--- config.mk ---
export PLATFORM = sky130hd
export DESIGN_NAME = fifo_uart_drain_flat
export DESIGN_NICKNAME = d
export VERILOG_FILES = /design/src/rtl/fifo_uart_drain_if.sv /design/src/rtl/fifo_uart_drain.sv /design/src/flat_wrapper.sv
export SDC_FILE = /design/constraint.sdc
export NUM_CORES = 1
export LEC_CHECK = 0
export BUFFER_PORTS_ARGS = -buffer_cell sky130_fd_sc_hd__buf_2
export CORE_MARGIN = 2
export CORE_UTILIZATION = 54
export DETAILED_ROUTE_END_ITERATION = 7
export GPL_TIMING_DRIVEN = 0
export PLACE_DENSITY = 0.81
export SLEW_MARGIN = 20
export SYNTH_ARGS = -nofsm -noshare
export SYNTH_HDL_FRONTEND = slang
export SYNTH_SLANG_ARGS = --single-unit
--- constraint.sdc ---
create_clock -name clk -period 2.3 [get_ports clk]
set_input_delay 0.23 -clock clk [delete_from_list [all_inputs] [get_ports clk]]
set_output_delay 0.23 -clock clk [all_outputs]
set_load 0.01 [all_outputs]
--- src/rtl/fifo_uart_drain_if.sv ---
// FIFO read-port handshake between the byte FIFO (slave) and the UART drain (master).
interface fifo_uart_drain_if;
    logic       fifo_rd_req;
    logic       fifo_empty;
    logic [7:0] fifo_data;

    modport master (
        output fifo_rd_req,
        input  fifo_empty,
        input  fifo_data
    );

    modport slave (
        input  fifo_rd_req,
        output fifo_empty,
        output fifo_data
    );
endinterface

--- src/rtl/fifo_uart_drain.sv ---
// Pops bytes from the byte FIFO and serialises them as 8N1 UART frames, LSB first.
// Optional even-parity bit between data and stop when DRAIN_PARITY_EN is defined.
module fifo_uart_drain #(
    parameter int CLKS_PER_BIT = 16,
    parameter int COUNT_W      = 16
) (
    input  logic                   clk,
    input  logic                   reset,
    input  logic                   tx_en,
    fifo_uart_drain_if.master      fifo,
    output logic                   tx,
    output logic                   busy,
    output logic [COUNT_W-1:0]     bytes_sent
);
    localparam int CNT_W = $clog2(CLKS_PER_BIT);
    localparam logic [CNT_W-1:0] BAUD_LAST = CNT_W'(CLKS_PER_BIT - 1);

    localparam logic [2:0] S_IDLE   = 3'd0;
    localparam logic [2:0] S_REQ    = 3'd1;
    localparam logic [2:0] S_LOAD   = 3'd2;
    localparam logic [2:0] S_START  = 3'd3;
    localparam logic [2:0] S_DATA   = 3'd4;
    localparam logic [2:0] S_STOP   = 3'd5;
`ifdef DRAIN_PARITY_EN
    localparam logic [2:0] S_PARITY = 3'd6;
`endif

    logic [2:0]         state_q, state_d;
    logic [CNT_W-1:0]   baud_q, baud_d;
    logic [2:0]         bit_q, bit_d;
    logic [7:0]         shift_q, shift_d;
    logic               tx_q, tx_d;
    logic               rd_req_q, rd_req_d;
    logic               busy_q, busy_d;
    logic [COUNT_W-1:0] sent_q, sent_d;
    logic               baud_end;
`ifdef DRAIN_PARITY_EN
    logic               parity_q, parity_d;
`endif

    assign baud_end = (baud_q == BAUD_LAST);

    always_comb begin
        state_d = state_q;
        bit_d   = bit_q;
        shift_d = shift_q;
        sent_d  = sent_q;
`ifdef DRAIN_PARITY_EN
        parity_d = parity_q;
`endif
        case (state_q)
            S_IDLE: begin
                if (tx_en && !fifo.fifo_empty) state_d = S_REQ;
            end
            S_REQ: begin
                // An empty FIFO ignores the request, so there is no byte to load.
                state_d = fifo.fifo_empty ? S_IDLE : S_LOAD;
            end
            S_LOAD: begin
                shift_d = fifo.fifo_data;
`ifdef DRAIN_PARITY_EN
                parity_d = ^fifo.fifo_data;
`endif
                state_d = S_START;
            end
            S_START: begin
                if (baud_end) state_d = S_DATA;
            end
            S_DATA: begin
                if (baud_end) begin
                    shift_d = shift_q >> 1;
                    bit_d   = bit_q + 3'd1;
                    if (bit_q == 3'd7) begin
`ifdef DRAIN_PARITY_EN
                        state_d = S_PARITY;
`else
                        state_d = S_STOP;
`endif
                    end
                end
            end
`ifdef DRAIN_PARITY_EN
            S_PARITY: begin
                if (baud_end) state_d = S_STOP;
            end
`endif
            S_STOP: begin
                if (baud_end) begin
                    sent_d  = sent_q + COUNT_W'(1);
                    state_d = S_IDLE;
                end
            end
            default: state_d = S_IDLE;
        endcase

        if (state_q == S_IDLE || state_d != state_q || baud_end) baud_d = '0;
        else                                                     baud_d = baud_q + CNT_W'(1);

        // Outputs are decoded from the next state so they register alongside it.
        case (state_d)
            S_START:  tx_d = 1'b0;
            S_DATA:   tx_d = shift_d[0];
`ifdef DRAIN_PARITY_EN
            S_PARITY: tx_d = parity_d;
`endif
            default:  tx_d = 1'b1;
        endcase
        rd_req_d = (state_d == S_REQ);
        busy_d   = (state_d != S_IDLE);
    end

    always_ff @(posedge clk or posedge reset) begin
        if (reset) begin
            state_q  <= S_IDLE;
            baud_q   <= '0;
            bit_q    <= '0;
            shift_q  <= '0;
            tx_q     <= 1'b1;
            rd_req_q <= 1'b0;
            busy_q   <= 1'b0;
            sent_q   <= '0;
`ifdef DRAIN_PARITY_EN
            parity_q <= 1'b0;
`endif
        end else begin
            state_q  <= state_d;
            baud_q   <= baud_d;
            bit_q    <= bit_d;
            shift_q  <= shift_d;
            tx_q     <= tx_d;
            rd_req_q <= rd_req_d;
            busy_q   <= busy_d;
            sent_q   <= sent_d;
`ifdef DRAIN_PARITY_EN
            parity_q <= parity_d;
`endif
        end
    end

    assign fifo.fifo_rd_req = rd_req_q;
    assign tx               = tx_q;
    assign busy             = busy_q;
    assign bytes_sent       = sent_q;
endmodule

--- src/flat_wrapper.sv ---
// flat-port wrapper written by rule: the top's interface ports become plain ports
module fifo_uart_drain_flat 
#(
    parameter int CLKS_PER_BIT = 16,
    parameter int COUNT_W      = 16
)
  (clk, reset, tx_en, tx, busy, bytes_sent, fifo_fifo_rd_req, fifo_fifo_empty, fifo_fifo_data);
  fifo_uart_drain_if fifo_i ();
  input  logic clk;
  input  logic reset;
  input  logic tx_en;
  output logic tx;
  output logic busy;
  output logic [COUNT_W-1:0] bytes_sent;
  output wire logic [$bits(fifo_i.fifo_rd_req)-1:0] fifo_fifo_rd_req;
  input wire logic [$bits(fifo_i.fifo_empty)-1:0] fifo_fifo_empty;
  input wire logic [$bits(fifo_i.fifo_data)-1:0] fifo_fifo_data;
  assign fifo_fifo_rd_req = fifo_i.fifo_rd_req;
  assign fifo_i.fifo_empty = fifo_fifo_empty;
  assign fifo_i.fifo_data = fifo_fifo_data;
  fifo_uart_drain #(.CLKS_PER_BIT(CLKS_PER_BIT), .COUNT_W(COUNT_W)) u_core (.clk(clk), .reset(reset), .tx_en(tx_en), .fifo(fifo_i), .tx(tx), .busy(busy), .bytes_sent(bytes_sent));
endmodule
==> summary.txt <==
CTS
  – Clk_lat worst skew: 0.33 ns
  – Root Driver: clkbuf_4
  – Clock Path Buffers: 2
  – Clk slew on worst S/H paths: 0.11 ns
  – # hold bufs at CTS: 0
  – Post_cts resized: 0
  – Post-CTS setup buffer count: 0
  – Number of H-tree levels: 2
  – Inserted Clock Buffers: 5
  – CTS tree: built
  – TritonCTS Sinks: 37

Global route
  – Met1 GRT Util: 23.74%
  – GR Layer Usage met3: 4.904%
  – Initial antenna violation count: 0
  – GR Util met2: a little under a third
  – Vias in the first global route: roughly 1200
  – All-Layer GR Usage: 19.39%
  – GR peak layer: met2
  – First-pass GRT wire length: 5181 um
  – Pin count of the biggest net entering global routing: 38
  – Grt total ovfl: 0

Routing
  – Drt first-iter violations: 53
  – DR pass1 iterations: 4
  – Detailed Route WL: 3132 um
  – Via density per instance: 5.609
  – Total vias in the final route: 1290
  – DR WL/cell: 13.62 um
  – Remaining antenna violation count: 0
  – Post-route DRC violation count: 0

STA
  – Final slew viol count: 0
  – Min Tclk post-route: 1.874 ns
  – RSZ-0062 raised after global routing: false
  – Setup violators final: 0
  – Slew HR: 50.48%
  – Setup_tns: 0 ns
  – Worst Tran Pin Value: 0.7417 ns
  – Final period util: roughly four fifths
  – Fin Clk Skew: 0.002742 ns
  – Final hold vios: 0
  – Max Clock Freq: 0.5337 GHz

Synthesis
  – Syn_nets: approximately 160
  – Top FF cell, synth: dfrtp_1
  – Syn Inst Count: about 150
  – Most frequent cell after synthesis: dfrtp_1
  – Synth top area share: 51.80%
  – Largest cells by area after synthesis: dfrtp_1, xnor2_1, a22o_1
  – Top post-synthesis cells by count: dfrtp_1, xnor2_1, nor2_1, nand2_1, nand4_1
  – Yosys warns: 0
  – Post-Syn Area: 1739 um2
  – Post-synth ARST share: 100.0%
  – Post-synth EDFFs: 0
  – Sequential fraction of the synthesis area: 53.31%
  – Synthesized flop and latch total: 37
  – Syn_area_per_cell: around 12 um2
  – Cell taking the most area after synthesis: dfrtp_1
  – Post-synth cell types: 36

Floorplanning
  – Starting density of the core: between 50% and 60%
  – Placeable Area: slightly above 3000 um2
  – IO Pins: 31
  – Core Rows: 20
  – DIE AREA: about 3700 um2
  – Vert. Die Dim: roughly 60 um
  – Die Wd: 60.75 um

Layout
  – Synthesis-to-finish area growth: 14.75%
  – # nets final: 201
  – Non-filler instance count after layout: 230
  – Number of diodes: 0
  – Share of post-route cells with drive strength above 1: between 20% and 30%

Pwr
  – Leak pwr: 1.074 nW
  – Peak supply drop: 489.5 uV
  – P per Cell Area: 760.1 nW/um2

Critical path
  – Critical path class: register to register
  – R2R Setup Slk: 0.43 ns
  – Critical Path Fanout Max: 6
  – Startpoint Class: register
  – CP Capture Type: register
  – Required time of the worst setup path: 2.53 ns
  – Critical Path AT: between 2 and 2.5 ns

Placement
  – # port buffers: 30
  – DP Cell Count: approximately 220
  – DP HPWL: 2255 um
  – Routability congestion estimate: 0.7988

Run status
  – Outcome: finished clean

Flow run
  – Max-cap violations: 0

Worst hold path
  – Worst Hold Class: input pin to asynchronous set/reset pin
## cell families after synthesis
kind of cell | after synthesis | synth area share, %
buf+inv | 5 | 1.655
mux | 5 | 3.237
fa+ha+maj | 4 | 2.878
flops | 37 | 53.31
compound gates | 23 | 9.353
xor+xnor | 18 | 9.065
simple gates | 56 | 20.50
## sequential cells by signal (all words and copies together) (netlist names)
signal                   count
u_core.bytes_sent           16
u_core.shift_q               8
u_core.baud_q                4
u_core.bit_q                 3
u_core.state_q               3
u_core.busy                  1
u_core.fifo.fifo_rd_req      1
u_core.tx                    1
## layout make-up
cell class | instances | area (um2)
fill | 259 | 1057
sequential | 37 | 927.1
multi-input combinational | 106 | 783.3
timing repair buffer | 30 | 150.1
tap | 44 | 55.05
clock buffer | 6 | 41.29
buffer | 3 | 21.27
clock inverter | 2 | 10.01
inverter | 2 | 7.507
## stage by stage
step                      setup WS, ns  total power [W]  instance area, um2  hold WS (ns)  utilization, %
after CTS                       0.4304         0.001529                1996       0.03634           65.37
after floorplan                 0.5994         0.001117                1739        0.3468               -
final                           0.4262         0.001517                1996      0.004964           65.37
after detailed placement        0.4581         0.001207                1944        0.4118           63.69
after global placement          0.5098         0.001180                1944        0.4405           63.69
after global routing            0.3266         0.001616                1996       0.07320           65.37
## layer usage
layer | share of wire [%] | wire [um]
met1 | 43 | 1341
met4 | 1.1 | 34
met5 | 0 | 0
met3 | 5.1 | 161
met2 | 51 | 1595
## placed cells by master (no fill, tap or decap), types with 2 or more instances in the layout
master	count
xnor2_1	13
o21ai_0	6
xor2_1	5
buf_2	32
nand2_1	9
clkbuf_4	5
clkinv_2	2
nand4_1	7
and4_1	2
mux2_2	2
a21o_1	6
and3_1	6
nor2_1	12
nand3_1	6
ha_1	4
a21oi_1	2
a22o_1	6
mux2_1	3
dfrtp_1	36
nor3_1	2
## final timing paths
path	from	endpoint	depth (start not counted)
max in group asynchronous	reset	u_core.baud_q[1]	2
hold reg to reg	u_core.bytes_sent[15]	u_core.bytes_sent[15]	1
setup / recovery	u_core.baud_q[0]	u_core.shift_q[0]	5
min in group clk	fifo_fifo_data[7]	u_core.shift_q[7]	3
hold / removal	reset	u_core.shift_q[2]	2
setup reg to reg	u_core.baud_q[0]	u_core.shift_q[0]	5
## worst max-delay path, cell delays in order, from the launching register on
cell,delay (ns)
dfrtp_1,0.39
ha_1,0.28
nand3_1,0.25
nor3_4,0.25
mux2_1,0.34
mux2_2,0.25
## power breakdown
part | total [W] | switching, W | internal, W
combinational | 0.000319 | 0.000164 | 0.000155
clock | 0.000323 | 0.000207 | 0.000116
sequential | 0.000875 | 0.000101 | 0.000774
total | 0.00152 | 0.000472 | 0.00104
(Power assumes the default switching activity.)
